$ cat src/rtl/fetch_issue_ctrl.sv
// Instruction queue between fetch_unit and the dual-issue backend, with intra-pair RAW/branch scheduling.
// Latency: fetch -> issue slot 0 is one cycle minimum; redirect, stall and branch outputs are combinational.
// Backpressure: fetch_stall asserts above DEPTH-2 occupancy; issue valids never wait on issue_ready.
module fetch_issue_ctrl #(
    parameter int         DEPTH     = 8,
    parameter logic [3:0] OP_BRANCH = 4'hC,
    parameter logic [3:0] OP_STORE  = 4'hB
) (
    input  logic                     clk,
    input  logic                     reset,
    input  logic                     fetch_valid,
    input  logic                     fetch_single,
    input  logic [15:0]              instr1,
    input  logic [15:0]              instr2,
    output logic                     fetch_stall,
    output logic                     is_branch_taken,
    output logic [15:0]              branch_target,
    input  logic                     redirect_valid,
    input  logic [15:0]              redirect_target,
    input  logic                     issue_ready,
    output logic                     issue_valid0,
    output logic [15:0]              issue_instr0,
    output logic                     issue_valid1,
    output logic [15:0]              issue_instr1,
    output logic [$clog2(DEPTH):0]   queue_count,
    output logic [15:0]              dual_issue_cnt
);
    localparam int PW = $clog2(DEPTH);
    localparam int CW = PW + 1;

    logic [15:0]   mem [DEPTH];
    logic [PW-1:0] head;
    logic [PW-1:0] tail;
    logic [CW-1:0] count;
    logic [15:0]   ins_h;
    logic [15:0]   ins_n;
    logic          has1;
    logic          has2;
    logic          hazard;
    logic          enq_en;
    logic [1:0]    enq_num;
    logic [1:0]    deq_num;

    function automatic logic writes_rd(input logic [15:0] ins);
        return (ins[15:12] != OP_BRANCH) && (ins[15:12] != OP_STORE);
    endfunction

    assign ins_h  = mem[head];
    assign ins_n  = mem[head + PW'(1)];
    assign has1   = (count != '0);
    assign has2   = (count >= CW'(2));
    assign hazard = writes_rd(ins_h) &&
                    ((ins_n[8:6] == ins_h[11:9]) || (ins_n[5:3] == ins_h[11:9]));

    // Stall looks only at registered occupancy so an accepted pair always fits.
    assign fetch_stall     = (count > CW'(DEPTH - 2));
    assign is_branch_taken = redirect_valid;
    assign branch_target   = redirect_valid ? redirect_target : 16'h0000;

    assign issue_valid0 = has1 && !redirect_valid;
    assign issue_valid1 = has2 && !redirect_valid && (ins_h[15:12] != OP_BRANCH) && !hazard;
    assign issue_instr0 = has1 ? ins_h : 16'h0000;
    assign issue_instr1 = has2 ? ins_n : 16'h0000;
    assign queue_count  = count;

    assign enq_en  = fetch_valid && !fetch_stall && !redirect_valid;
    assign enq_num = enq_en ? (fetch_single ? 2'd1 : 2'd2) : 2'd0;
    assign deq_num = issue_ready ? ({1'b0, issue_valid0} + {1'b0, issue_valid1}) : 2'd0;

    always_ff @(posedge clk) begin
        if (enq_en) begin
            mem[tail] <= instr1;
            if (!fetch_single) begin
                mem[tail + PW'(1)] <= instr2;
            end
        end
    end

    always_ff @(posedge clk or negedge reset) begin
        if (!reset) begin
            head           <= '0;
            tail           <= '0;
            count          <= '0;
            dual_issue_cnt <= 16'h0000;
        end else begin
            if (redirect_valid) begin
                head  <= '0;
                tail  <= '0;
                count <= '0;
            end else begin
                head  <= head + PW'(deq_num);
                tail  <= tail + PW'(enq_num);
                count <= count + CW'(enq_num) - CW'(deq_num);
            end
            if (issue_ready && issue_valid0 && issue_valid1 && (dual_issue_cnt != 16'hFFFF)) begin
                dual_issue_cnt <= dual_issue_cnt + 16'h0001;
            end
        end
    end
endmodule

$ cat config.mk
export PLATFORM = sky130hd
export DESIGN_NAME = fetch_issue_ctrl
export DESIGN_NICKNAME = d
export VERILOG_FILES = /design/src/rtl/fetch_issue_ctrl.sv
export SDC_FILE = /design/constraint.sdc
export NUM_CORES = 1
export LEC_CHECK = 0
export BUFFER_PORTS_ARGS = -buffer_cell sky130_fd_sc_hd__buf_2
export CORE_UTILIZATION = 59
export DETAILED_ROUTE_END_ITERATION = 12
export GPL_TIMING_DRIVEN = 0
export HOLD_SLACK_MARGIN = 0.15
export PLACE_DENSITY_LB_ADDON = 0.15
export SETUP_SLACK_MARGIN = 0.1
export SLEW_MARGIN = 40
export SYNTH_ARGS = -nofsm -noshare
export SYNTH_HDL_FRONTEND = slang
export SYNTH_SLANG_ARGS = --single-unit
$ cat constraint.sdc
create_clock -name clk -period 5.5 [get_ports clk]
set_input_delay 0.275 -clock clk [delete_from_list [all_inputs] [get_ports clk]]
set_output_delay 0.275 -clock clk [all_outputs]
set_load 0.05 [all_outputs]
==> impl_metrics.csv, run 1 <==
group,metric,value,unit
critical_path,r2r_start,"head[1]$_DFF_PN0_",
layout,fillCellCount,1089,
die,fp.dieH,127.8,um
clock_network,cts_tree,"yes",
pwr,internal_power,2.802,mW
critical_path,worst_ep_required_time,5790,ps
global_route,grt_pass1_vias,6628,
layout,final_cell_area,10980,um^2
synth,netlist_area,9333,um^2
placed_design,place_area,10430,um^2
synth,ys.warnings.count,0,
timing,fmax,203.7,MHz
clock_network,cts_buffer_depth,2,
critical_path,cp-start-kind,"flop",
timing,tns,0,ps
detailed_routing,vias,6507,
clock_network,numClockSinks,154,
timing,fin_crit_sh,89.25,%
pwr,p_comb_share,50.5,%
die,ioPinCount,126,
pwr,power.total,4.959,mW
flow_run,timing.max_cap.violations,0,
critical_path,cp.arrival,5200,ps
layout,syn_to_final_growth,17.63,%
pwr,power_density,451.7,nW/um^2
critical_path,slowest_delay,550,ps
synth,syn_area_per_cell,14.65,um^2
synth,ys_seq_area_share,48.16,%
synth,synth_edf_count,128,
global_route,antenna_found_initial,1,
critical_path,cp_slowest_cell,"dfrtp_1",
clock_network,cts_root_buffer,"clkbuf_16",
clock_network,clock_latency,430,ps
critical_path,crit_path_end_kind,"flop",
hold_path,min_path_type,"in2reg",
placed_design,portBuffers,125,
timing,hold_viol_final,0,
synth,ys_types,42,
pwr,pwr-share-clk,21.5,%
pwr,p_leak,4.140,nW
critical_path,critPathKind,"reg2reg",
detailed_routing,drc,0,
detailed_routing,routed_via_density,6.411,
critical_path,crit_start,"head[1]$_DFF_PN0_",
outcome,status,"complete, no violations",
timing,final.setup_skew,9.288,ps
die,fp.dieArea,16330,um^2
timing,slew_viol_final,0,
global_route,grt_overflow,0,
timing,max_slew_margin,38.65,%
hold_path,hp-start,"instr2[12]",
detailed_routing,drt_pass1_iterations,5,
clock_network,cts_buffers,17,
layout,nets,860,
layout,layout_common_cells,"buf_2, edfxtp_1, mux2_2, mux4_2, mux2i_1",
die,initial_core_util,60.94,%
synth,synthesis.nets,707,
global_route,grt_pass1_wl,38.15,mm
clock_network,cts_resized,0,
pwr,sw_frac_of_total,43.49,%
layout,layout-drive-gt1-share,48.57,%
layout,final_common_cell,"buf_2",
timing,finalSetupViolCount,0,
pwr,peakVddDrop,0.3116,mV
synth,synthArstFlopShare,16.88,%
critical_path,path_max_fanout,11,
clock_network,htreeDepth,4,
global_route,grt_usage,32.78,%
timing,period_needed,4909,ps
detailed_routing,final_antenna_net_count,0,
detailed_routing,initialDrtViolationCount,637,
die,num_rows,45,
synth,ys_seq_elements,154,
placed_design,dp_slack,653.1,ps
die,die_x,127.8,um
placed_design,dpl.hpwl,17.21,mm
pwr,switching_power,2.156,mW
clock_network,clkSlewWorstSetupHoldPaths,60,ps
synth,syn-instance-count,637,
critical_path,cpMostUsedCell,"ha_1",
pwr,seq_power_share,28.1,%
timing,rsz0062_at_grt,"no",
detailed_routing,wl_per_cell,25.29,um
global_route,grt_max_degree,27,
layout,multiInputGateArea,4672,um^2
detailed_routing,wl,25.67,mm
timing,fin_ws,591.3,ps
critical_path,worstPathCellList,"ha_1 > buf_2 > buf_4 > mux2i_1 > mux4_2 > xor2_1 > nor4_1 > nor3_2 > buf_6 > ha_1 > nand2_1 > inv_1 > fa_1 > inv_1 > ha_1 > a21o_1 > a21oi_1 > xnor2_1 > nor2_1",
timing,whs,249.3,ps
die,fp.coreArea,15310,um^2
timing,worstMarginPinSlew,920.3,ps
layout,area.sequential,4494,um^2
synth,synthFlopType,"edfxtp_1",
placed_design,place_congestion,0.8682,
synthesized netlist by cell type, types with 3 or more instances:
cell | instances | area share [%]
edfxtp_1 | 128 | 41
mux2_2 | 127 | 15
mux4_2 | 58 | 14
mux2i_1 | 34 | 3.6
nor2_1 | 33 | 1.3
nand2_1 | 32 | 1.3
dfrtp_1 | 26 | 7.0
and2_1 | 21 | 1.4
clkbuf_1 | 20 | 0.80
xnor2_1 | 19 | 1.8
ha_1 | 12 | 1.6
a21oi_1 | 11 | 0.59
buf_2 | 11 | 0.59
inv_1 | 11 | 0.44
nor2b_1 | 11 | 0.74
xor2_1 | 8 | 0.75
and3_1 | 7 | 0.47
nand4_1 | 6 | 0.40
mux2_1 | 5 | 0.60
nand2b_1 | 5 | 0.34
nand4_2 | 5 | 0.67
buf_6 | 4 | 0.48
fa_1 | 4 | 0.86
mux2i_4 | 4 | 0.97
buf_1 | 3 | 0.12
buf_4 | 3 | 0.24
nand3_1 | 3 | 0.16
nand3_2 | 3 | 0.32
nor3_1 | 3 | 0.16
nor3_2 | 3 | 0.32
o21ai_0 | 3 | 0.16
o21bai_1 | 3 | 0.24
routing by layer:
| metal | track usage [%] | routed length (um) | share of wire [%] |
|---|---|---|---|
| met3 | 7.471 | 2187 | 8.5 |
| met2 | 54.83 | 12770 | 50 |
| met5 | 0 | 0 | 0 |
| met1 | 42.29 | 9935 | 39 |
| met4 | 11.42 | 773 | 3.0 |
repair_timing:
item / in CTS / in global routing
endpoints found under the hold margin: 26 / 0
setup buffers: 0 / 0
hold buffers: 1 / 0
cells by family (layout without fill, tap and decap cells):
| family | Yosys count | count (layout) | synth area share, % |
|---|---|---|---|
| XOR/XNOR | 28 | 28 | 2.829 |
| adder cells (fa/ha/maj) | 16 | 16 | 2.467 |
| AO/OA/AOI/OAI | 21 | 21 | 1.300 |
| flip-flops | 154 | 154 | 48.16 |
| AND/OR/NAND/NOR | 137 | 137 | 7.991 |
| buffers and inverters | 53 | 219 | 2.721 |
| multiplexers | 228 | 228 | 34.54 |
| other | 0 | 1 | 0 |
sequential cells by signal (all words and copies together), names as in the netlist:
register        count
queue_count         4
mem               128
dual_issue_cnt     16
head                3
tail                3
critical path, delay by kind of cell (launching register included):
family / cells / cell delay [ps]
muxes: 2 / 650
adders and majority gates: 4 / 1180
buffers and inverters: 5 / 970
xor gates and xnor gates: 2 / 320
AOI/OAI and AO/OA: 2 / 350
and+or+nand+nor: 4 / 760
DFF: 1 / 550
worst paths after layout:
kind | to | slack (ps) | depth (start not counted)
min in group asynchronous | dual_issue_cnt[6]$_DFFE_PN0P_ | 410 | 2
worst max-delay path | queue_count[3]$_DFF_PN0_ | 590 | 19
worst max register to register | queue_count[3]$_DFF_PN0_ | 590 | 19
worst min register to register | dual_issue_cnt[10]$_DFFE_PN0P_ | 490 | 1
max in group asynchronous | head[1]$_DFF_PN0_ | 4710 | 2
worst min-delay path | mem[4][12]$_DFFE_PP_ | 250 | 2
cell type report:
class / count / area share, %
clock buffers: 29 / 4.662
inverters: 12 / 0.4103
diodes: 1 / 0.02279
plain buffers: 41 / 1.972
multi-input cells: 430 / 42.56
clock inverters: 3 / 0.1368
repair buffers: 134 / 6.895
well taps: 211 / 2.405
flip-flops and latches: 154 / 40.94
per-stage QoR:
step,cells,utilization [%]
floorplan,637,-
global placement,973,66.75
detailed placement,981,68.10
CTS,1014,71.60
global route,1014,71.67
finish,1015,71.68
power by group through the flow:
stage / logic (mW) / clock network, mW / registers, mW
floorplan: 1.78 / 0 / 1.47
global placement: 2.42 / 0 / 1.41
detailed placement: 2.47 / 0 / 1.41
CTS: 2.49 / 1.07 / 1.39
global route: 2.62 / 1.12 / 1.40
finish: 2.50 / 1.06 / 1.39
No activity file was read; power rests on OpenSTA's default activity.
==> run 2: changes to the inputs <==
--- a/config.mk
+++ b/config.mk
@@ -10,7 +10,7 @@
 export DETAILED_ROUTE_END_ITERATION = 12
 export GPL_TIMING_DRIVEN = 0
 export HOLD_SLACK_MARGIN = 0.15
-export PLACE_DENSITY_LB_ADDON = 0.15
+export PLACE_DENSITY = 0.77
 export SETUP_SLACK_MARGIN = 0.1
 export SLEW_MARGIN = 40
 export SYNTH_ARGS = -nofsm -noshare
==> impl_metrics.csv, run 2 (synthesis gave the netlist of run 1 again) <==
group,metric,value,unit
pwr,internal_power,2.892,mW
detailed_routing,routed_via_density,6.422,
pwr,p_comb_share,49.4,%
clock_network,clock_latency,420,ps
detailed_routing,vias,6518,
timing,slew_viol_final,0,
hold_path,hold_end,"mem[6][12]$_DFFE_PP_",
die,ioPinCount,126,
placed_design,portBuffers,125,
critical_path,critPathKind,"reg2reg",
critical_path,worst_ep_required_time,5790,ps
timing,final.setup_skew,8.157,ps
critical_path,crit_path_end_kind,"flop",
global_route,grt_pass1_vias,6682,
placed_design,place_congestion,0.8562,
timing,period_needed,4911,ps
pwr,sw_frac_of_total,42.54,%
timing,hold_viol_final,0,
timing,fin_crit_sh,89.29,%
global_route,grt_max_degree,27,
layout,layout-drive-gt1-share,48.51,%
flow_run,timing.max_cap.violations,0,
hold_path,holdPathStages,2,
critical_path,r2r_end,"queue_count[3]$_DFF_PN0_",
clock_network,cts_tree,"yes",
timing,worstMarginPinSlew,854.4,ps
timing,finalSetupViolCount,0,
clock_network,cts_buffers,17,
layout,utilization,72.13,%
critical_path,r2r_start,"head[1]$_DFF_PN0_",
detailed_routing,initialDrtViolationCount,475,
clock_network,cts_root_buffer,"clkbuf_16",
pwr,p_leak,4.164,nW
clock_network,htreeDepth,4,
critical_path,cp-start-kind,"flop",
detailed_routing,final_antenna_net_count,0,
layout,nets,861,
die,die_x,127.8,um
clock_network,numClockSinks,154,
die,fp.dieH,127.8,um
outcome,status,"complete, no violations",
layout,largest_reg_flops,128,
critical_path,path_max_fanout,11,
critical_path,ff2ff_path_depth,19,
hold_path,hp-start,"instr2[12]",
layout,top_register,"mem",
global_route,use_met2,54.86,%
detailed_routing,drc,0,
detailed_routing,drt_pass1_iterations,5,
pwr,power.total,5.033,mW
clock_network,cts_buffer_depth,2,
die,initial_core_util,60.94,%
layout,layout_common_cells,"buf_2, edfxtp_1, mux2_2, mux4_2, mux2i_1",
detailed_routing,wl,25.53,mm
clock_network,clkSlewWorstSetupHoldPaths,60,ps
global_route,grt_usage,32.86,%
global_route,grt_overflow,0,
layout,diodes,0,
critical_path,rrSetupSlack,590,ps
layout,syn_to_final_growth,18.37,%
timing,max_slew_margin,42.73,%
pwr,switching_power,2.141,mW
critical_path,cp.arrival,5200,ps
pwr,seq_power_share,27.5,%
pwr,power_density,455.6,nW/um^2
die,fp.dieArea,16330,um^2
die,fp.coreArea,15310,um^2
pwr,pwr-share-clk,23.1,%
die,num_rows,45,
global_route,antenna_found_initial,0,
layout,final_common_cell,"buf_2",
timing,fmax,203.6,MHz
detailed_routing,wl_per_cell,25.15,um
timing,rsz0062_at_grt,"no",
timing,tns,0,ps
global_route,grtUsageMet3,7.137,%
global_route,use_met1,41.76,%
global_route,grt.busiest_layer,"met2",
global_route,grt_pass1_wl,38.50,mm
pwr,peakVddDrop,0.2897,mV
clock_network,postCtsSetupBuffers,0,
placed_design,dpl.hpwl,17.40,mm
hold_path,min_path_type,"in2reg",
[run 2: area by class of cell]
| type | count | area [um^2] |
|---|---|---|
| multi-input cells | 430 | 4672 |
| flip-flops and latches | 154 | 4494 |
| fillers | 1039 | 4268 |
| repair buffers | 135 | 784.5 |
| clock buffers | 24 | 451.7 |
| well taps | 211 | 264.0 |
| plain buffers | 41 | 216.5 |
| clock inverters | 8 | 118.9 |
| inverters | 12 | 45.04 |
[run 2: worst max-delay path by stage]
stage	slack [ps]	cells after the start	start	end
floorplan	1240	19	head[0]$_DFF_PN0_	queue_count[3]$_DFF_PN0_
global placement	680	19	head[0]$_DFF_PN0_	queue_count[3]$_DFF_PN0_
detailed placement	610	19	head[0]$_DFF_PN0_	queue_count[3]$_DFF_PN0_
CTS	580	19	head[0]$_DFF_PN0_	queue_count[3]$_DFF_PN0_
global route	340	19	head[0]$_DFF_PN0_	queue_count[3]$_DFF_PN0_
finish	590	19	head[1]$_DFF_PN0_	queue_count[3]$_DFF_PN0_
[run 2: critical path, stage by stage (launching register included)]
cell and delay (ps):
dfrtp_1 520, ha_1 360, buf_2 260, buf_4 290
mux2i_1 110, mux4_2 520, xor2_1 200, nor4_1 90
nor3_2 570, buf_6 270, ha_1 170, nand2_1 80
inv_1 80, fa_1 400, inv_1 110, ha_1 240
a21o_1 160, a21oi_1 160, xnor2_1 140, nor2_1 60
[run 2: routing by layer]
metal,up-vias,part of all wire [%]
li1,2770,-
met1,3314,38
met2,366,50
met3,68,8.7
met4,0,3.2
met5,-,0
[run 2: through the flow]
step / hold slack [ps] / setup WS, ps / cell area, um^2 / instances
floorplan: -20.59 / 1241 / 9333 / 637
global placement: 301.4 / 684.4 / 10220 / 973
detailed placement: 320.6 / 610.6 / 10450 / 981
CTS: 240.3 / 581.3 / 11030 / 1014
global route: 248.8 / 335.6 / 11050 / 1015
finish: 249.8 / 588.8 / 11050 / 1015
[run 2: power groups by stage]
stage | Sequential [mW] | Combinational [mW] | Clock [mW]
final | 1.39 | 2.48 | 1.16
after global routing | 1.39 | 2.62 | 1.22
after CTS | 1.39 | 2.47 | 1.16
after detailed placement | 1.41 | 2.46 | 0
after global placement | 1.41 | 2.40 | 0
after floorplan | 1.47 | 1.78 | 0
[run 2: timing repair]
action                                 in CTS  in global routing
resized for setup                           0                  0
endpoints found under the hold margin      26                  0
hold buffers                                1                  0
==> run 3: changes to the inputs <==
--- a/config.mk
+++ b/config.mk
@@ -5,6 +5,7 @@
 export SDC_FILE = /design/constraint.sdc
 export NUM_CORES = 1
 export LEC_CHECK = 0
+export ABC_AREA = 1
 export BUFFER_PORTS_ARGS = -buffer_cell sky130_fd_sc_hd__buf_2
 export CORE_UTILIZATION = 59
 export DETAILED_ROUTE_END_ITERATION = 12
==> impl_metrics.csv, run 3 <==
group,metric,value,unit
synth,netlist_area,9971,um^2
synth,synthArstFlopShare,16.88,%
layout,nets,1510,
layout,fillCellCount,1354,
placed_design,dp_slack,1122,ps
timing,final.setup_skew,8.893,ps
global_route,use_met1,54.11,%
pwr,peakVddDrop,0.4125,mV
timing,hold_viol_final,0,
clock_network,numClockSinks,154,
clock_network,cts_tree,"yes",
placed_design,place_congestion,0.9977,
layout,top_register,"mem",
die,initial_core_util,60.34,%
critical_path,worst_ep_required_time,5800,ps
synth,ys_seq_elements,154,
detailed_routing,initialDrtViolationCount,1616,
outcome,status,"complete, no violations",
global_route,grt_pass1_vias,9582,
synth,ys_types,43,
clock_network,htreeDepth,4,
timing,worstMarginPinSlew,842.5,ps
die,die_x,132,um
synth,syn_area_per_cell,7.652,um^2
die,fp.coreArea,16520,um^2
die,ioPinCount,126,
detailed_routing,drt_pass1_iterations,7,
critical_path,cp.arrival,4850,ps
critical_path,cp-start-kind,"flop",
clock_network,cts_root_buffer,"clkbuf_16",
global_route,grt_overflow,0,
global_route,antenna_found_initial,0,
pwr,p_leak,5.434,nW
timing,fin_ws,949.9,ps
die,fp.dieArea,17420,um^2
clock_network,postCtsSetupBuffers,0,
timing,rsz0062_at_grt,"no",
layout,diodes,0,
timing,slew_viol_final,0,
flow_run,timing.max_cap.violations,0,
detailed_routing,routed_via_density,6.129,
detailed_routing,wl,35.44,mm
synth,yosys.area.top_type,"edfxtp_1",
detailed_routing,vias,10250,
layout,layout_common_cells,"nand2_1, o21ai_0, inv_1, buf_2, edfxtp_1",
synth,synth_edf_count,128,
synth,yosys-top-cells-count,"nand2_1, o21ai_0, inv_1",
clock_network,clkSlewWorstSetupHoldPaths,70,ps
timing,fin_crit_sh,82.73,%
layout,multiInputGateArea,4499,um^2
layout,syn_to_final_growth,16.34,%
synth,synthFlopType,"edfxtp_1",
placed_design,dpl.hpwl,25.27,mm
timing,finalSetupViolCount,0,
synth,ys.warnings.count,0,
placed_design,dp_cells,1640,
critical_path,path_max_fanout,11,
critical_path,critPathKind,"reg2reg",
clock_network,clock_latency,430,ps
detailed_routing,wl_per_cell,21.18,um
global_route,use_met2,63.84,%
timing,fmax,219.8,MHz
layout,area.sequential,4494,um^2
detailed_routing,drc,0,
layout,finalNonFillerCells,1673,
timing,max_slew_margin,43.83,%
synth,syn-instance-count,1303,
synth,yosysMostFrequentCell,"nand2_1",
layout,final_common_cell,"nand2_1",
timing,period_needed,4550,ps
timing,tns,0,ps
layout,layout-drive-gt1-share,15.35,%
pwr,power_density,495.2,nW/um^2
clock_network,cts_buffers,17,
detailed_routing,final_antenna_net_count,0,
synth,synth_area_leaders,"edfxtp_1, nand2_1, o21ai_0",
global_route,grtUsageMet3,11.50,%
global_route,grt_usage,41.40,%
die,fp.dieH,132,um
global_route,grt_pass1_wl,53.48,mm
global_route,grt.busiest_layer,"met2",
synth,synthesis.nets,1373,
synth,yosysTopAreaCellShare,38.55,%
hold_path,min_path_type,"in2reg",
die,num_rows,47,
synth,ys_seq_area_share,45.07,%
clock_network,cts_buffer_depth,2,
placed_design,portBuffers,109,
global_route,grt_max_degree,27,
critical_path,crit_path_end_kind,"flop",
layout,largest_reg_flops,128,
[run 3: cell count changes after synthesis, sizes merged, moves of 51 or more]
cell and delta:
a21oi +51, inv +140, mux2 -132, mux4 -58
nand2 +312, nand3 +59, o21ai +235
[run 3: per-stage QoR]
stage / power (mW) / util, % / cell area (um^2) / hold WS, ps
after detailed placement: 4.476 / 66.63 / 11010 / 327.5
after global placement: 4.425 / 65.31 / 10790 / 322.2
after CTS: 5.623 / 70.20 / 11600 / 231.2
after global routing: 5.968 / 70.20 / 11600 / 253.8
after floorplan: 3.602 / - / 9971 / -20.59
final: 5.745 / 70.20 / 11600 / 236.5
[run 3: worst max-delay path: stages (launching register included)]
cell and delay [ps]:
dfrtp_1 500, ha_1 350, buf_2 220, buf_2 380
a21oi_1 60, o21ai_0 260, nand3_1 210, nand3_1 130
nand2_1 70, nand2_1 80, nand2_2 80, a21oi_4 270
buf_6 200, ha_1 160, nand2_1 100, inv_1 80
fa_1 400, inv_1 120, ha_1 240, a21o_1 160
a21oi_1 150, xnor2_1 130, nor2_1 50
[run 3: final cells by class]
class	count	share of cell area, %
buffer	97	4.250
clock buffer	18	3.700
clock inverter	14	1.294
inverter	153	4.951
multi-input combinational	899	38.79
sequential	154	38.74
tap	220	2.373
timing repair buffer	118	5.900
[run 3: repair_timing]
item | in CTS | in global routing
hold buffers | 1 | 0
setup endpoints to repair | 0 | 0
endpoints found under the hold margin | 26 | 0
resized for setup | 0 | 0
[run 3: path summary, 6_finish.rpt]
check,start,end,slack [ps],depth (start not counted)
setup / recovery,head[1]$_DFF_PN0_,queue_count[3]$_DFF_PN0_,950,22
hold / removal,instr1[12],mem[7][12]$_DFFE_PP_,240,3
setup reg to reg,head[1]$_DFF_PN0_,queue_count[3]$_DFF_PN0_,950,22
hold reg to reg,dual_issue_cnt[4]$_DFFE_PN0P_,dual_issue_cnt[4]$_DFFE_PN0P_,540,2
max in group asynchronous,reset,dual_issue_cnt[5]$_DFFE_PN0P_,4650,2
min in group asynchronous,reset,dual_issue_cnt[15]$_DFFE_PN0P_,420,2
[run 3: logic make-up after synthesis]
| group | Yosys count | share of synthesized area [%] |
|---|---|---|
| flops | 154 | 45.07 |
| fa+ha+maj | 16 | 2.309 |
| buf+inv | 250 | 10.70 |
| simple gates | 525 | 21.82 |
| xor+xnor | 18 | 1.732 |
| compound gates | 340 | 18.36 |
[run 3: layer usage]
metal | routed length [um] | up-vias
met2 | 15730 | 857
met4 | 1559 | 0
met3 | 5275 | 153
met5 | 0 | -
li1 | - | 4627
met1 | 12880 | 4616
[run 3: where the power goes]
part / total, mW / switching [mW] / leakage, nW / internal, mW
registers: 1.38 / 0.0527 / 1.51 / 1.33
clock network: 1.16 / 0.496 / 0.268 / 0.669
logic: 3.20 / 2.40 / 3.65 / 0.796
total: 5.74 / 2.95 / 5.43 / 2.80
